<file path="config.mk">
export PLATFORM = sky130hd
export DESIGN_NAME = fifo_pop_streamer_flat
export DESIGN_NICKNAME = d
export VERILOG_FILES = /design/src/rtl/fifo_pop_streamer_if.sv /design/src/rtl/fifo_pop_streamer.sv /design/src/flat_wrapper.sv
export SDC_FILE = /design/constraint.sdc
export NUM_CORES = 1
export LEC_CHECK = 0
export CAP_MARGIN = 25
export CORE_MARGIN = 2
export CORE_UTILIZATION = 52
export CTS_BUF_LIST = sky130_fd_sc_hd__clkbuf_2 sky130_fd_sc_hd__clkbuf_4 sky130_fd_sc_hd__clkbuf_8
export DETAILED_ROUTE_END_ITERATION = 7
export PLACE_DENSITY = 0.87
export RECOVER_POWER = 100
export SYNTH_ARGS = -nofsm -noshare
export SYNTH_HDL_FRONTEND = slang
export SYNTH_SLANG_ARGS = --single-unit
</file>
<file path="constraint.sdc">
create_clock -name clk -period 2.85 [get_ports clk]
set_input_delay 0.4275 -clock clk [delete_from_list [all_inputs] [get_ports clk]]
set_output_delay 0.4275 -clock clk [all_outputs]
set_load 0.005 [all_outputs]
</file>
<file path="src/rtl/fifo_pop_streamer_if.sv">
// Valid/ready stream carrying words drained from a sync_fifo.
// The master drives valid and data; the slave returns ready.
interface fifo_pop_streamer_if #(
    parameter int DWIDTH = 16
);
    logic              out_valid;
    logic              out_ready;
    logic [DWIDTH-1:0] out_data;

    modport master (
        output out_valid,
        output out_data,
        input  out_ready
    );

    modport slave (
        input  out_valid,
        input  out_data,
        output out_ready
    );
endinterface

</file>
<file path="src/rtl/fifo_pop_streamer.sv">
// Drains a sync_fifo via pop/empty/out and re-presents its words as a valid/ready stream.
// Latency: first out_valid RD_LAT+1 cycles after the first pop, then one word per cycle.
// Backpressure: pops are credit-limited so that buffered plus in-flight words never exceed SKID_DEPTH.
module fifo_pop_streamer #(
    parameter int DWIDTH      = 16,
    parameter int RD_LAT      = 1,
    parameter int SKID_AWIDTH = 2,
    parameter int SKID_DEPTH  = 2**SKID_AWIDTH,
    parameter int CWIDTH      = 32
) (
    input  logic                clk,
    input  logic                reset,
    input  logic                fifo_empty,
    input  logic [DWIDTH-1:0]   fifo_out,
    output logic                fifo_pop,
    input  logic                flush,
    fifo_pop_streamer_if.master strm,
    output logic [CWIDTH-1:0]   out_cnt,
    output logic                busy
);

    localparam int OW = SKID_AWIDTH + 1;
    localparam int SW = SKID_AWIDTH + 2;
    localparam int IW = $clog2(RD_LAT + 1);

    logic [RD_LAT-1:0]      vld_sr;
    logic [RD_LAT-1:0]      vld_sr_next;
    logic [OW-1:0]          occ;
    logic [OW-1:0]          occ_next;
    logic [SKID_AWIDTH-1:0] wptr;
    logic [SKID_AWIDTH-1:0] wptr_next;
    logic [SKID_AWIDTH-1:0] rptr;
    logic [SKID_AWIDTH-1:0] rptr_next;
    logic [CWIDTH-1:0]      cnt_next;
    logic [IW-1:0]          inflight;
    logic [SW-1:0]          credit_used;
    logic                   capture;
    logic                   fire;
    logic [DWIDTH-1:0]      skid [SKID_DEPTH];

    function automatic logic [SKID_AWIDTH-1:0] ptr_inc(input logic [SKID_AWIDTH-1:0] p);
        return (p == SKID_AWIDTH'(SKID_DEPTH - 1)) ? '0 : p + SKID_AWIDTH'(1);
    endfunction

    always_comb begin
        inflight = '0;
        for (int i = 0; i < RD_LAT; i++) begin
            inflight = inflight + IW'(vld_sr[i]);
        end
    end

    // Every word already popped holds a skid slot, whether it has landed yet or not.
    assign credit_used = SW'(occ) + SW'(inflight);
    assign fifo_pop    = !reset && !fifo_empty && !flush && (credit_used < SW'(SKID_DEPTH));

    assign capture       = vld_sr[RD_LAT-1];
    assign strm.out_valid = (occ != '0);
    assign fire          = strm.out_valid && strm.out_ready;
    assign strm.out_data  = strm.out_valid ? skid[rptr] : '0;
    assign busy          = (occ != '0) || (inflight != '0);

    always_comb begin
        vld_sr_next = RD_LAT'({vld_sr, fifo_pop});
        occ_next    = occ + OW'(capture) - OW'(fire);
        wptr_next   = capture ? ptr_inc(wptr) : wptr;
        rptr_next   = fire ? ptr_inc(rptr) : rptr;
        cnt_next    = fire ? out_cnt + CWIDTH'(1) : out_cnt;
        // A flush drops buffered and in-flight words but keeps the transfer count.
        if (flush) begin
            vld_sr_next = '0;
            occ_next    = '0;
            wptr_next   = '0;
            rptr_next   = '0;
        end
    end

    always_ff @(posedge clk or posedge reset) begin
        if (reset) begin
            vld_sr  <= '0;
            occ     <= '0;
            wptr    <= '0;
            rptr    <= '0;
            out_cnt <= '0;
        end else begin
            vld_sr  <= vld_sr_next;
            occ     <= occ_next;
            wptr    <= wptr_next;
            rptr    <= rptr_next;
            out_cnt <= cnt_next;
        end
    end

    always_ff @(posedge clk) begin
        if (capture) begin
            skid[wptr] <= fifo_out;
        end
    end

    a_credit_bound: assert property (@(posedge clk) disable iff (reset)
        credit_used <= SW'(SKID_DEPTH));

    a_no_capture_when_full: assert property (@(posedge clk) disable iff (reset)
        !(capture && (occ == OW'(SKID_DEPTH))));

endmodule

</file>
<file path="src/flat_wrapper.sv">
// flat-port wrapper written by rule: the top's interface ports become plain ports
module fifo_pop_streamer_flat 
#(
    parameter int DWIDTH      = 16,
    parameter int RD_LAT      = 1,
    parameter int SKID_AWIDTH = 2,
    parameter int SKID_DEPTH  = 2**SKID_AWIDTH,
    parameter int CWIDTH      = 32
)
  (clk, reset, fifo_empty, fifo_out, fifo_pop, flush, out_cnt, busy, strm_out_valid, strm_out_data, strm_out_ready);
  fifo_pop_streamer_if #(.DWIDTH(DWIDTH)) strm_i ();
  input  logic clk;
  input  logic reset;
  input  logic fifo_empty;
  input  logic [DWIDTH-1:0] fifo_out;
  output logic fifo_pop;
  input  logic flush;
  output logic [CWIDTH-1:0] out_cnt;
  output logic busy;
  output wire logic [$bits(strm_i.out_valid)-1:0] strm_out_valid;
  output wire logic [$bits(strm_i.out_data)-1:0] strm_out_data;
  input wire logic [$bits(strm_i.out_ready)-1:0] strm_out_ready;
  assign strm_out_valid = strm_i.out_valid;
  assign strm_out_data = strm_i.out_data;
  assign strm_i.out_ready = strm_out_ready;
  fifo_pop_streamer #(.DWIDTH(DWIDTH), .RD_LAT(RD_LAT), .SKID_AWIDTH(SKID_AWIDTH), .SKID_DEPTH(SKID_DEPTH), .CWIDTH(CWIDTH)) u_core (.clk(clk), .reset(reset), .fifo_empty(fifo_empty), .fifo_out(fifo_out), .fifo_pop(fifo_pop), .flush(flush), .strm(strm_i), .out_cnt(out_cnt), .busy(busy));
endmodule
</file>
### Word-level counts from Yosys, hierarchy flattened

Memories as Yosys holds them, arrays and structs flattened.
Index checks and enable logic that the tools add are counted.

| cells by class | value |
|---|---|
| add/sub/neg operators | 6 |
| reduce and logical (&&, ||, !) cells | 11 |
| shifts and indexed selects | 0 |
| equal/unequal tests | 2 |
| magnitude comparators | 1 |
| bitwise logic cells | 0 |
| multipliers | 0 |
| div/mod/pow operators | 0 |
| mux-type cells | 11 |

Operator list:

| operator | count |
|---|---|
| $add 32x1->32 const B | 1 |
| $mux 16 | 1 |
| $mux 2 | 6 |
| $add 2x1->2 const B | 2 |
| $add 3x1->4 | 1 |
| $eq 2x2->1 const B | 2 |
| $logic_and 1x1->1 | 4 |
| $lt 4x3->1 const B | 1 |
| $reduce_bool 2->1 | 2 |
| $add 3x1->3 | 1 |
| $logic_not 1->1 | 3 |
| $mux 1 | 3 |
| $mux 3 | 1 |
| $reduce_bool 3->1 | 1 |
| $sub 3x1->3 | 1 |
| $logic_or 1x1->1 | 1 |

| word-level totals | value |
|---|---|
| register bits after elaboration | 40 |
| output and inout bits | 51 |
| RAM bits | 64 |
| input port bits | 21 |
| bits in latches | 0 |
| memories kept | 1 |
| bits in read-only memories | 0 |
| word-level logic and storage cells | 37 |

Memory list:

| memory | depth | width | read ports | clocked after Yosys merged registers in | wr ports | RTL line | text |
|---|---|---|---|---|---|---|---|
| u_core.skid | 4 | 16 | 1 | 0 | 1 | fifo_pop_streamer.sv:39 | `logic [DWIDTH-1:0] skid [SKID_DEPTH];` |

### Depth between registers and ports, before layout

| logic depth | value |
|---|---|
| depth after elaboration | 5 |
| gate-level depth with buffers | 11 |
| gate-level depth less buffers | 11 |

### Worst setup path before layout

No wires, ideal clock.

| path | value |
|---|---|
| path type | register -> register |
| from | reg u_core.occ[1] |
| to | reg u_core.occ[2] |
| stages on the path, launching flop included | 12 |
| library setup time | 130 ps |
| slack | 433 ps |
| buffers on the path | 0 |
| data required time | 2720 ps |
| clock period less this slack | 2417 ps |
| data arrival time | 2286 ps |
| cells stage by stage | dfrtp_1 nor3_2 inv_1 nand2_1 inv_1 ha_1 inv_1 ha_1 inv_1 fa_1 xnor2_1 nor2_1 |

| between the ends | value |
|---|---|
| cells in the longest elaborated chain, start to end | 4 |
| elaborated cells on any way between the ends | 5 |
| those cells by class | 2 x add/sub; 1 x mux; 2 x reduce/logical |

Ends and longest elaborated chain:

| item | RTL line | text |
|---|---|---|
| start, declared | fifo_pop_streamer.sv:28 | `logic [OW-1:0] occ;` |
| start signal, assigned | fifo_pop_streamer.sv:86 | `occ <= occ_next;` |
| $reduce_bool 3->1 | fifo_pop_streamer.sv:57 | `assign strm.out_valid = (occ != '0);` |
| $logic_and 1x1->1 | fifo_pop_streamer.sv:58 | `assign fire = strm.out_valid && strm.out_ready;` |
| net u_core.fire | fifo_pop_streamer.sv:38 | `logic fire;` |
| $sub 3x1->3 | fifo_pop_streamer.sv:64 | `occ_next = occ + OW'(capture) - OW'(fire);` |
| $mux 3 | fifo_pop_streamer.sv:69 | `if (flush) begin` |
| net u_core.occ_next[2] | fifo_pop_streamer.sv:29 | `logic [OW-1:0] occ_next;` |

The timed path passes the listed nets, and every way through them passes these cells.
A chain may end at the register's enable or synchronous reset.

### Worst setup path in the final report

| path | value |
|---|---|
| from | reg u_core.rptr[1] |
| to | out strm_out_data[10] |

| between the ends | value |
|---|---|
| cells in the longest elaborated chain, start to end | 2 |

Ends and longest elaborated chain:

| item | RTL line | text |
|---|---|---|
| start, declared | fifo_pop_streamer.sv:32 | `logic [SKID_AWIDTH-1:0] rptr;` |
| start signal, assigned | fifo_pop_streamer.sv:88 | `rptr <= rptr_next;` |
| $mem_v2 4x16 | -- |  |
| $mux 16 | fifo_pop_streamer.sv:59 | `assign strm.out_data = strm.out_valid ? skid[rptr] : '0;` |
| end, declared | flat_wrapper.sv:21 | `output wire logic [$bits(strm_i.out_data)-1:0] strm_out_data;` |

Every way passes these cells.

==> metrics <==
status=completed; layout cell share with drive strength beyond 1=0.1154; CP bufs+invs=1; vias in the first global route=2560; area growth from synthesis to layout=23.41%; Initial Util=0.5360; first-pass GRT wire length=12500 um; DRT antenna net count=0; NumNets Final=390; Worst R2R Setup Slack=0.43 ns; First DRT Iteration DRCs=104; Initial DRT Pass Iterations=4; DR vias/cell=5.332; Hold Crit Depth=1; Worst Path Required=2.42 ns; max-cap violation count=0; clock net sink count=104; DP Worst Slack=0.3337 ns; Vias=2506; hold crit path type=reg -> reg; Final Max Tran Viols=0; endpoint class of the critical path=output pin; crit-path cells=mux4_2 -> and2_0 -> clkdlybuf4s50_1; Fmax=0.3672 GHz; htree depth=3; total grt overflow=0; CP arrival=2.30 ns; wire per inst=16.67 um; RSZ-0062 raised after global routing=no; PortBufs=71; worst vdd ir=0.0005162 V; Layout Skew=0.01045 ns; Core Area=0.008217 sq mm; FP Rows=33; initial antenna violation count=0; postcts setup bufs=0; WHS=0.4749 ns; Fillers=601; min Tclk post-route=2.723 ns; final wirelength=7836 um; crit path max fanout=18; largest net degree at the start of global routing=41; Critical Path Slowest Stage Cell=dfrtp_1; CTS tree=built; endpoints failing hold=0; Die Y-Extent=96.03 um; period utilization=0.9554; root buffer cell=clkbuf_8; Rel. slew slack=0.1799; post-synthesis cell count=281; Critical Path Max Stage Delay=0.89 ns; syn_area_per_cell=15.67 sq um; die width=96.03 um; worst r2r src=u_core.occ[1]; # DRC=0; final worst slack=0.1270 ns; Netlist cell types=34; CTS buffer count=9; R2R depth=11; critical path class=reg -> out; Final setup viols=0; cell family with most CP delay=flip-flops; Worst path depth=3; post-synthesis cell area=0.004404 sq mm; final HPWL from detailed placement=5373 um; gpl congestion=0.7886; area of the multi-input gates=0.001369 sq mm; worst slew pin tran=1.230 ns; Static Leak=2.101 nW; register area share after synthesis=0.6636; min-delay src=u_core.out_cnt[31]; synthesized flop and latch total=104; reg2reg end=u_core.occ[2]; Power Density=706.7 mW/mm^2; Critical Path Source=u_core.rptr[1]; clk_lat worst skew=0.36 ns; register area=0.002923 sq mm; hold endpoint=u_core.out_cnt[31]; Mapped Nets=312; Clock Tree Buf Depth=2; I/O Pins=72; DIE AREA=0.009222 sq mm; synth warn=0; total negative setup slack=0 ns; Global Route Usage Sum=0.1843; Clock transition at path regs=0.10 ns; Worst setup SP type=flop
[worst max path at each step]
stage,to,slack (ns)
2_1_floorplan,u_core.occ[2],0.43
6_report,strm_out_data[10],0.13
5_1_grt,strm_out_data[10],0.03
4_1_cts,fifo_pop,0.01
3_5_place_dp,u_core.occ[2],0.33
3_3_place_gp,u_core.occ[2],0.43
[synthesized netlist by cell type]
cell	instances	area (sq um)
nand4_1	13	81.33
nor4b_1	1	8.760
nor3_2	4	40.04
ha_1	9	112.6
nor2b_1	1	6.260
mux2_2	1	11.26
clkbuf_1	4	15.01
nand4_2	2	25.02
buf_1	1	3.750
o311ai_2	1	16.27
inv_1	11	41.29
xor2_1	5	43.79
nor3_1	2	10.01
xnor2_1	27	236.5
mux4_2	16	360.4
dfrtp_1	40	1001
and2_1	21	131.4
a31oi_1	2	12.51
fa_1	1	20.02
nand3_1	10	50.05
a21oi_1	2	10.01
buf_4	1	7.510
buf_2	2	10.01
nor4_1	4	25.02
edfxtp_1	64	1922
or3_1	1	6.260
or2_2	1	6.260
nor2_1	12	45.04
or4_4	1	11.26
nand2_1	14	52.55
nand2b_1	1	6.260
nor4_4	2	42.54
mux2i_1	2	20.02
and3_1	2	12.51
[cells in the final DEF (no fill, tap or decap), types with 4 or more instances in the layout]
cell type,n
ha_1,9
dlygate4sd3_1,51
clkdlybuf4s50_1,19
inv_1,11
clkbuf_8,9
nand2_1,14
and2_0,13
nor4_1,4
nor2_1,12
and2_1,8
xnor2_1,27
xor2_1,5
nand4_1,13
mux4_2,16
nand3_1,10
edfxtp_1,64
dfrtp_1,40
nor3_1,5
[report_power, final]
part / switching (W) / total, W / internal (W)
Combinational: 0.000427 / 0.00107 / 0.000645
Sequential: 0.000110 / 0.00179 / 0.00168
Clock: 0.000478 / 0.000973 / 0.000495
Total: 0.00102 / 0.00384 / 0.00283
[cell families after synthesis]
group	synth area share
fa+ha+maj	0.03011
xor+xnor	0.06364
simple gates	0.1273
mux	0.08892
compound gates	0.008807
flops	0.6636
buf+inv	0.01761
[layout make-up]
| type | count | share of cell area |
|---|---|---|
| clock inverters | 7 | 0.01750 |
| flip-flops and latches | 104 | 0.5378 |
| inverters | 11 | 0.007597 |
| multi-input cells | 158 | 0.2518 |
| repair buffers | 75 | 0.1379 |
| diodes | 1 | 0.0004604 |
| well taps | 105 | 0.02417 |
| clock buffers | 9 | 0.02279 |
[layer usage]
layer,share of wire,global-route usage
met1,0.43,0.2301
met2,0.53,0.3189
met3,0.027,0.02897
met4,0.018,0.07976
met5,0,0
[metrics by stage]
step / cells / area (sq um) / util / power, W
CTS: 469 / 5472 / 0.6659 / 0.003941
global placement: 453 / 5253 / 0.6393 / 0.002931
detailed placement: 453 / 5253 / 0.6393 / 0.002965
finish: 470 / 5435 / 0.6615 / 0.003841
global route: 469 / 5433 / 0.6612 / 0.004057
floorplan: 281 / 4404 / - / 0.002380
[registers in the layout (all words and copies together) (netlist names)]
signal,cells
u_core.capture,1
u_core.occ,3
u_core.out_cnt,32
u_core.rptr,2
u_core.skid,64
u_core.wptr,2
[repair_timing]
action                                  CTS  global route
endpoints found under the setup margin    0             1
hold buffers                              0             0
gates resized for setup                   0             2
Power figures use the tool's default switching activity.
